## src/rtl/enigma_pkg.sv

```systemverilog
// Shared rotor definitions: 52-symbol letter ring and ASCII conversion helpers.
// Latency: none (constants and pure functions only).
// Backpressure: not applicable.
package enigma_pkg;

  localparam int RING_SIZE = 52;
  localparam logic [5:0] LAST_IDX = 6'(RING_SIZE - 1);

  localparam logic [7:0] CH_UA = 8'h41; // 'A'
  localparam logic [7:0] CH_UZ = 8'h5A; // 'Z'
  localparam logic [7:0] CH_LA = 8'h61; // 'a'
  localparam logic [7:0] CH_LZ = 8'h7A; // 'z'
  localparam logic [7:0] CH_QM = 8'h3F; // '?', substituted for non-letters

  // One registered result: decoded character plus its error qualifier.
  typedef struct packed {
    logic       err;
    logic [7:0] ch;
  } res_t;

  function automatic logic is_letter(input logic [7:0] c);
    return ((c >= CH_UA) && (c <= CH_UZ)) || ((c >= CH_LA) && (c <= CH_LZ));
  endfunction

  // Upper case maps to 0..25, lower case to 26..51; non-letters are don't-care.
  function automatic logic [5:0] char_to_idx(input logic [7:0] c);
    logic [7:0] d;
    if (c <= CH_UZ) d = c - CH_UA;
    else            d = c - CH_LA + 8'd26;
    return d[5:0];
  endfunction

  function automatic logic [7:0] idx_to_char(input logic [5:0] i);
    if (i < 6'd26) return CH_UA + {2'b00, i};
    else           return CH_LA + {2'b00, i} - 8'd26;
  endfunction

endpackage

```

## src/rtl/rotor_position_counter.sv

```systemverilog
// Rotor position register with load/step priority, ring wrap and notch carry.
// Latency: 1 cycle from load/advance to pos; carry_out registered alongside.
// Backpressure: none; stepping never stalls.
module rotor_position_counter
  import enigma_pkg::*;
#(
  parameter int NOTCH    = 51,
  parameter int INIT_POS = 0
) (
  input  logic       clk,
  input  logic       rst,
  input  logic       load_en,
  input  logic [5:0] load_pos,
  input  logic       advance,
  output logic [5:0] pos,
  output logic       carry_out
);

  localparam logic [5:0] NOTCH_P = 6'(NOTCH);
  localparam logic [5:0] INIT_P  = 6'(INIT_POS);

  logic [5:0] pos_nxt;
  logic       carry_nxt;

  // Next position: load beats advance; out-of-range loads leave pos alone.
  always_comb begin
    pos_nxt   = pos;
    carry_nxt = 1'b0;
    if (load_en) begin
      if (load_pos <= LAST_IDX) pos_nxt = load_pos;
    end else if (advance) begin
      pos_nxt   = (pos == LAST_IDX) ? 6'd0 : pos + 6'd1;
      carry_nxt = (pos == NOTCH_P);
    end
  end

  // Position and carry registers.
  always_ff @(posedge clk or posedge rst) begin
    if (rst) begin
      pos       <= INIT_P;
      carry_out <= 1'b0;
    end else begin
      pos       <= pos_nxt;
      carry_out <= carry_nxt;
    end
  end

endmodule

```

## src/rtl/rotor_inverse_stage.sv

```systemverilog
// Return-path rotor: idx = (c - OFFSET - pos) mod 52 on the letter ring, '?' for non-letters.
// Latency: 1 cycle, result registered with out_valid.
// Backpressure: in_ready = !out_valid || out_ready; result held while stalled.
module rotor_inverse_stage
  import enigma_pkg::*;
#(
  parameter int OFFSET   = 27,
  parameter int NOTCH    = 51,
  parameter int INIT_POS = 0
) (
  input  logic       clk,
  input  logic       rst,
  input  logic       in_valid,
  output logic       in_ready,
  input  logic [7:0] in_char,
  input  logic       step,
  input  logic       carry_in,
  input  logic       load_en,
  input  logic [5:0] load_pos,
  output logic       out_valid,
  input  logic       out_ready,
  output logic [7:0] out_char,
  output logic       out_err,
  output logic [5:0] pos,
  output logic       carry_out
);

  localparam logic [7:0] OFFSET_B = 8'(OFFSET);

  logic       accept;
  logic [7:0] sum;
  logic [7:0] t;
  res_t       dec;
  res_t       res_q;

  rotor_position_counter #(
    .NOTCH    (NOTCH),
    .INIT_POS (INIT_POS)
  ) u_pos (
    .clk       (clk),
    .rst       (rst),
    .load_en   (load_en),
    .load_pos  (load_pos),
    .advance   (step | carry_in),
    .pos       (pos),
    .carry_out (carry_out)
  );

  assign in_ready = !out_valid || out_ready;
  assign accept   = in_valid && in_ready;

  // Decode against the pre-edge position; the +104 bias keeps the 8-bit sum non-negative.
  always_comb begin
    sum = {2'b00, char_to_idx(in_char)} + 8'd104 - OFFSET_B - {2'b00, pos};
    t   = sum % 8'd52;
    dec = '0;
    if (is_letter(in_char)) begin
      dec.ch  = idx_to_char(t[5:0]);
      dec.err = 1'b0;
    end else begin
      dec.ch  = CH_QM;
      dec.err = 1'b1;
    end
  end

  // Output register: load on accept, drop valid on drain, hold while stalled.
  always_ff @(posedge clk or posedge rst) begin
    if (rst) begin
      out_valid <= 1'b0;
      res_q     <= '0;
    end else if (accept) begin
      out_valid <= 1'b1;
      res_q     <= dec;
    end else if (out_ready) begin
      out_valid <= 1'b0;
    end
  end

  assign out_char = res_q.ch;
  assign out_err  = res_q.err;

endmodule

```

## config.mk

```make
export PLATFORM = sky130hd
export DESIGN_NAME = rotor_inverse_stage
export DESIGN_NICKNAME = d
export VERILOG_FILES = /design/src/rtl/enigma_pkg.sv /design/src/rtl/rotor_position_counter.sv /design/src/rtl/rotor_inverse_stage.sv
export SDC_FILE = /design/constraint.sdc
export NUM_CORES = 1
export LEC_CHECK = 0
export CAP_MARGIN = 20
export CORE_ASPECT_RATIO = 0.7
export CORE_UTILIZATION = 58
export DETAILED_ROUTE_END_ITERATION = 8
export DONT_BUFFER_PORTS = 1
export GPL_TIMING_DRIVEN = 0
export PLACE_DENSITY_LB_ADDON = 0.3
export SLEW_MARGIN = 20
export SYNTH_ARGS = -nofsm -noshare
export SYNTH_HDL_FRONTEND = slang
export SYNTH_SLANG_ARGS = --single-unit
```

## constraint.sdc

```tcl
create_clock -name clk -period 3.5 [get_ports clk]
set_input_delay 0.525 -clock clk [delete_from_list [all_inputs] [get_ports clk]]
set_output_delay 0.525 -clock clk [all_outputs]
set_load 0.005 [all_outputs]
```

==> results of run 1 <==
where the power goes:
group | internal [mW] | total (mW) | switching, mW
clock network | 0.0804 | 0.155 | 0.0751
logic | 1.05 | 2.30 | 1.26
registers | 0.242 | 0.294 | 0.0520
total | 1.37 | 2.75 | 1.38
per-stage QoR:
stage          hold WS, ns  cell area, um2  utilization [%]  power, mW
2_1_floorplan        0.451            1980                -       1.77
6_report             0.250            2330             73.9       2.75
3_5_place_dp         0.495            2030             64.4       2.05
4_1_cts              0.261            2200             70.0       2.43
5_1_grt              0.296            2330             73.9       2.95
3_3_place_gp         0.496            2030             64.4       2.01
per-layer routing:
| layer | routed length, um | global-route usage [%] | vias up |
|---|---|---|---|
| met4 | 10 | 3.00 | 0 |
| li1 | - | - | 885 |
| met5 | 0 | 0 | - |
| met3 | 368 | 7.03 | 2 |
| met2 | 2020 | 39.6 | 55 |
| met1 | 2220 | 40.1 | 858 |
flip-flops by register name, indices dropped and copies added, names as in the netlist:
signal,cells
u_pos.pos,6
out_char,8
out_valid,1
u_pos.carry_out,1
out_err,1
worst max-delay path: cells and delay by family:
kind / cells / cell delay, ns
xor+xnor: 2 / 0.36
fa+ha+maj: 2 / 0.46
compound gates: 7 / 1.45
simple gates: 5 / 1.16
buf+inv: 1 / 0.08
mux: 2 / 0.50
timing repair:
action	in CTS	in global routing
setup buffers	5	2
pin swaps	20	5
endpoints found under the setup margin	5	5
hold buffers	0	0
resized for setup	18	20
endpoints found under the hold margin	0	0
worst max-delay path by stage:
stage,startpoint,to,slack (ns),depth (start not counted)
finish,in_char[7],out_char[2],-0.88,19
CTS,in_char[7],out_char[2],-0.81,19
floorplan,in_char[7],out_char[2],-1.01,19
global route,in_char[7],out_char[2],-1.06,19
global placement,in_char[7],out_char[3],-1.35,19
detailed placement,in_char[7],out_char[3],-1.45,19
cells by family (layout without fill, tap and decap cells):
family,count (synthesis),after routing,synth area share (%)
buffers and inverters,24,34,5.40
AND/OR/NAND/NOR,74,74,21.1
flip-flops,17,17,22.1
XOR/XNOR,13,13,5.92
AO/OA/AOI/OAI,82,82,31.1
adder cells (fa/ha/maj),19,19,12.8
multiplexers,3,3,1.56
layout make-up:
| type | instances | share of cell area, % |
|---|---|---|
| Timing Repair Buffer | 7 | 2.74 |
| Tap cell | 38 | 2.04 |
| Multi-Input combinational cell | 191 | 70.6 |
| Clock buffer | 3 | 1.77 |
| Inverter | 18 | 2.90 |
| Clock inverter | 1 | 0.323 |
| Sequential cell | 17 | 18.3 |
| Buffer | 5 | 1.34 |
cells in the mapped netlist, types with 3 or more instances:
master     n
a211oi_1   4
nand2b_1   7
nor3_1     5
a21o_1     7
o211ai_1   3
a22oi_1    3
o21a_1     3
nand3_1    5
ha_1      18
nor4_1     5
a211o_1    3
nor2_1    17
nand4_1    4
xnor2_1    8
and2_1     3
a21oi_1   21
xor2_1     5
inv_1     18
nand2_1   14
clkbuf_1   3
mux2i_1    3
o21ai_0   10
dfrtp_1   17
==> out/results.ini, run 1 <==
[outcome]
status = finished, violations left
violations = DRC, setup timing

[clock_tree]
cts_made_buffers = 3
cts_tree = built
worst_skew_pair.late_latency_ns = 0.26
cts.reportedPaths.clkPinSlew_ns = 0.08
root_buffer = clkbuf_8
cts_sinks = 17
clk_path_buf_depth = 2
htreeDepth = 1

[drt]
drt_wl_total_um = 4620
drc = 4
via_per_inst = 6.43
wl_per_cell_um = 16.5
vias = 1800
first_pass_iters = 6
drtAntennaViolNets = 0
initialDrtViolationCount = 104

[layout]
multi_input_area_um2 = 1640
layout.cells.non_filler = 280
area_growth_pct = 21.1
diodes = 0
nets = 283
n_fill_cell = 242
drive_gt1_share_pct = 24.4
seq_area_um2 = 425
final_cell_mix = inv_1, nor2_1, dfrtp_1, nand2_1

[critical_path]
crit_chain = nand2b_4, nor3_4, a21oi_2, o22ai_4, mux2i_1, xor2_1, ha_1, inv_2, ha_4, a211o_1, and3_4, nor4b_4, or3b_4, a222oi_1, a41oi_4, o22ai_4, mux2i_1, xor2_1, a21oi_1
slowest_stage = a222oi_1
endpoint_kind = register
reg2reg_slack_ns = -0.34
r2r_start = u_pos.pos[1]
critPathKind = primary input to register
cp_max_fo = 5
startpoint_type = primary input
cp.arrival_ns = 4.53
reg2reg_to = out_char[2]
cp_slowest_stage_delay_ns = 0.47
worstRegToRegCells = 15
required_ns = 3.65

[floorplan]
initial_core_util_pct = 61.0
io_pins = 39
chipWidth_um = 70.8
rows = 17
fp.dieH_um = 50.2
core_area_um2 = 3150
dieArea_um2 = 3550

[logic_synthesis]
yosysTopAreaCellShare_pct = 22.1
synth_ff_type = dfrtp_1
synth-seq-area-share_pct = 22.1
syn_area_per_cell_um2 = 8.28
ys_warn_count = 0
synth_top_area_cell = dfrtp_1
async_reset_ff_share_pct = 100
syn_area_um2 = 1920
ys_types = 59
synth-edff-count = 0
ys_ff_latch = 17
synth_area_leaders = dfrtp_1, ha_1, a21oi_1
syn_nets = 272
postSynthCellCount = 232

[sta]
period_share_pct = 125
fin_ws_ns = -0.879
finalSetupViolations = 5
tns_ns = -3.90
timing.fmax_mhz = 228
clock_skew_ns = 0.0108
slew_headroom_pct = 53.4
hold_viol_final = 0
slew_viol_final = 0
max_slew.worst_pin.slew_ns = 0.698
rsz0062_at_grt = true
period_needed_ns = 4.38

[placed_design]
portBuffers = 0
place_inst = 270
dp_slack_ns = -1.45
dpl.hpwl_um = 3370
gp_congestion = 0.876

[global_routing]
grt_pass1_vias = 1608
grt_pass1_wl_um = 7450
grt_start_max_net_pins = 18
grt_antenna_before_repair = 0
gr-usage-all-layers_pct = 26.7
grt-ovfl-total = 0

[power]
powerDensity_nw_per_um2 = 1180
peakVddDrop_uv = 963
p_leak_nw = 0.946

[worst_hold_path]
hp-class = primary input to asynchronous set/reset pin

[run]
max_cap_viol_count = 0

Note: power is estimated with default switching activity, not from simulation.
==> run 2: changes to the inputs <==
--- a/config.mk
+++ b/config.mk
@@ -7,7 +7,7 @@
 export LEC_CHECK = 0
 export CAP_MARGIN = 20
 export CORE_ASPECT_RATIO = 0.7
-export CORE_UTILIZATION = 58
+export CORE_UTILIZATION = 55
 export DETAILED_ROUTE_END_ITERATION = 8
 export DONT_BUFFER_PORTS = 1
 export GPL_TIMING_DRIVEN = 0
==> out/results.ini, run 2 (same netlist as run 1, synthesis figures left out) <==
[power]
p_total_mw = 2.69  ; was 2.75 mW
powerDensity_nw_per_um2 = 1160  ; was 1180 nW/um2
p_leak_nw = 0.938  ; was 0.946 nW
peakVddDrop_uv = 1190  ; was 963 uV

[critical_path]
cp_max_fo = 8  ; was 5
endpoint_kind = register  ; unchanged
required_ns = 3.65  ; about the same
crit_chain = nand2b_4, nor3_4, a21oi_2, o22ai_4, mux2i_1, xor2_1, ha_1, inv_2, ha_4, a211o_1, buf_4, nand3_1, o21ai_2, nor4_1, a211oi_2, nor3_4, o22ai_4, buf_4, buf_4, xnor2_1, a21oi_1  ; was nand2b_4, nor3_4, a21oi_2, o22ai_4, mux2i_1, xor2_1, ha_1, inv_2, ha_4, a211o_1, and3_4, nor4b_4, or3b_4, a222oi_1, a41oi_4, o22ai_4, mux2i_1, xor2_1, a21oi_1
startpoint_type = primary input  ; unchanged
slowest_stage = nor4_1  ; was a222oi_1
cp.arrival_ns = 4.53  ; about the same
critPathKind = primary input to register  ; unchanged
cp_slowest_stage_delay_ns = 0.60  ; was 0.47 ns
crit_top_cell = buf_4

[sta]
fin_ws_ns = -0.881  ; was -0.879 ns
rsz0062_at_grt = true  ; unchanged
slew_viol_final = 0  ; unchanged
period_share_pct = 125  ; about the same
hold_ws_ns = 0.237  ; was 0.250 ns
slew_headroom_pct = 55.7  ; was 53.4%
hold_viol_final = 0  ; unchanged
period_needed_ns = 4.38  ; about the same
max_slew.worst_pin.slew_ns = 0.662  ; was 0.698 ns
finalSetupViolations = 5  ; unchanged
tns_ns = -4.24  ; was -3.90 ns
clock_skew_ns = 0.00535  ; was 0.0108 ns
timing.fmax_mhz = 228  ; about the same

[layout]
final_cell_mix = dfrtp_1, inv_1, nor2_1, nand2_1, a21oi_1  ; was inv_1, nor2_1, dfrtp_1, nand2_1
final_util_pct = 71.8  ; was 73.9%
final_area_um2 = 2320  ; was 2330 um2
layout.cells.non_filler = 292  ; was 280
largest_reg_flops = 8  ; unchanged
diodes = 0  ; unchanged
nets = 286  ; was 283
n_fill_cell = 263  ; was 242
area_growth_pct = 20.8  ; was 21.1%
final_common_cell = dfrtp_1
drive_gt1_share_pct = 25.7  ; was 24.4%

[global_routing]
grt-ovfl-total = 0  ; unchanged
grt_antenna_before_repair = 0  ; unchanged
gr-usage-all-layers_pct = 26.4  ; was 26.7%
grt_start_max_net_pins = 18  ; unchanged
grt_pass1_wl_um = 7550  ; was 7450 um
grt_pass1_vias = 1589  ; was 1608

[placed_design]
dp_slack_ns = -1.40  ; was -1.45 ns
place_inst = 279  ; was 270
dpl.hpwl_um = 3290  ; was 3370 um
portBuffers = 0  ; unchanged
gp_congestion = 0.878  ; was 0.876
dpl_cell_area_um2 = 2040  ; was 2030 um2

[run]
max_cap_viol_count = 0  ; unchanged

[clock_tree]
cts.reportedPaths.clkPinSlew_ns = 0.08  ; about the same
htreeDepth = 1  ; unchanged
cts_hold_buf = 0  ; unchanged
root_buffer = clkbuf_8  ; unchanged
cts_tree = built  ; unchanged
cts_made_buffers = 3  ; unchanged
cts_sinks = 17  ; unchanged
clk_path_buf_depth = 2  ; unchanged
worst_skew_pair.late_latency_ns = 0.26  ; about the same

[outcome]
violations = setup timing  ; was DRC, setup timing
status = finished, violations left  ; unchanged

[drt]
drt_wl_total_um = 4700  ; was 4620 um
drtAntennaViolNets = 0  ; unchanged
drc = 0  ; was 4
wl_per_cell_um = 16.1  ; was 16.5 um
via_per_inst = 6.12  ; was 6.43
initialDrtViolationCount = 99  ; was 104
first_pass_iters = 4  ; was 6
vias = 1787  ; was 1800

[floorplan]
initial_core_util_pct = 59.4  ; was 61.0%
core_area_um2 = 3230  ; was 3150 um2
io_pins = 39  ; unchanged
rows = 17  ; unchanged
fp.dieH_um = 51.5  ; was 50.2 um
dieArea_um2 = 3740  ; was 3550 um2
chipWidth_um = 72.7  ; was 70.8 um

[worst_hold_path]
hp-class = primary input to asynchronous set/reset pin  ; unchanged

## run 2: where the power goes
| part | leakage [nW] | internal [mW] | total [mW] | switching [mW] |
|---|---|---|---|---|
| logic | 0.727 | 0.998 | 2.24 | 1.24 |
| registers | 0.189 | 0.242 | 0.291 | 0.0495 |
| clock network | 0.0217 | 0.0804 | 0.158 | 0.0776 |
| total | 0.938 | 1.32 | 2.69 | 1.37 |
## run 2: worst max-delay path, delay by kind of cell
family	cells	cell delay [ns]
muxes	1	0.25
AOI/OAI and AO/OA	7	1.14
xor gates and xnor gates	2	0.30
adders and majority gates	2	0.45
and+or+nand+nor	5	1.34
buffers and inverters	4	0.51
## run 2: layout make-up
cell class / count / area, um2 / share of cell area (%)
multi-input cells: 191 / 1620 / 69.6
flip-flops and latches: 17 / 425 / 18.3
repair buffers: 9 / 67.6 / 2.91
inverters: 18 / 67.6 / 2.91
well taps: 47 / 58.8 / 2.53
clock buffers: 3 / 41.3 / 1.78
plain buffers: 6 / 36.3 / 1.56
clock inverters: 1 / 7.51 / 0.323
## run 2: path summary, 6_finish.rpt
path / start / endpoint / slack (ns) / cells past startpoint
max in group asynchronous: rst / u_pos.carry_out / 2.83 / 1
min in group clk: in_valid / out_valid / 0.36 / 1
worst max-delay path: in_char[7] / out_char[1] / -0.88 / 21
worst min-delay path: rst / out_char[7] / 0.24 / 1
worst max register to register: u_pos.pos[1] / out_char[2] / -0.34 / 15
worst min register to register: out_char[6] / out_char[6] / 0.52 / 2
## run 2: routing by layer
layer,global-route usage (%),routed length (um),share of wire [%]
met1,39.5,2400,51
met2,37.2,1930,41
met3,7.30,296,6.3
met4,5.56,66,1.4
met5,0,0,0
## run 2: what timing repair did
action | in CTS | in global routing
setup buffers | 7 | 2
resized for setup | 25 | 8
pin swaps | 19 | 0
endpoints found under the setup margin | 5 | 5
==> run 3: changes to the inputs <==
--- a/config.mk
+++ b/config.mk
@@ -8,6 +8,7 @@
 export CAP_MARGIN = 20
 export CORE_ASPECT_RATIO = 0.7
 export CORE_UTILIZATION = 55
+export CTS_CLUSTER_SIZE = 12
 export DETAILED_ROUTE_END_ITERATION = 8
 export DONT_BUFFER_PORTS = 1
 export GPL_TIMING_DRIVEN = 0
==> results of run 3 <==
No change in the layout: final DEF, timing and power equal those of run 2.
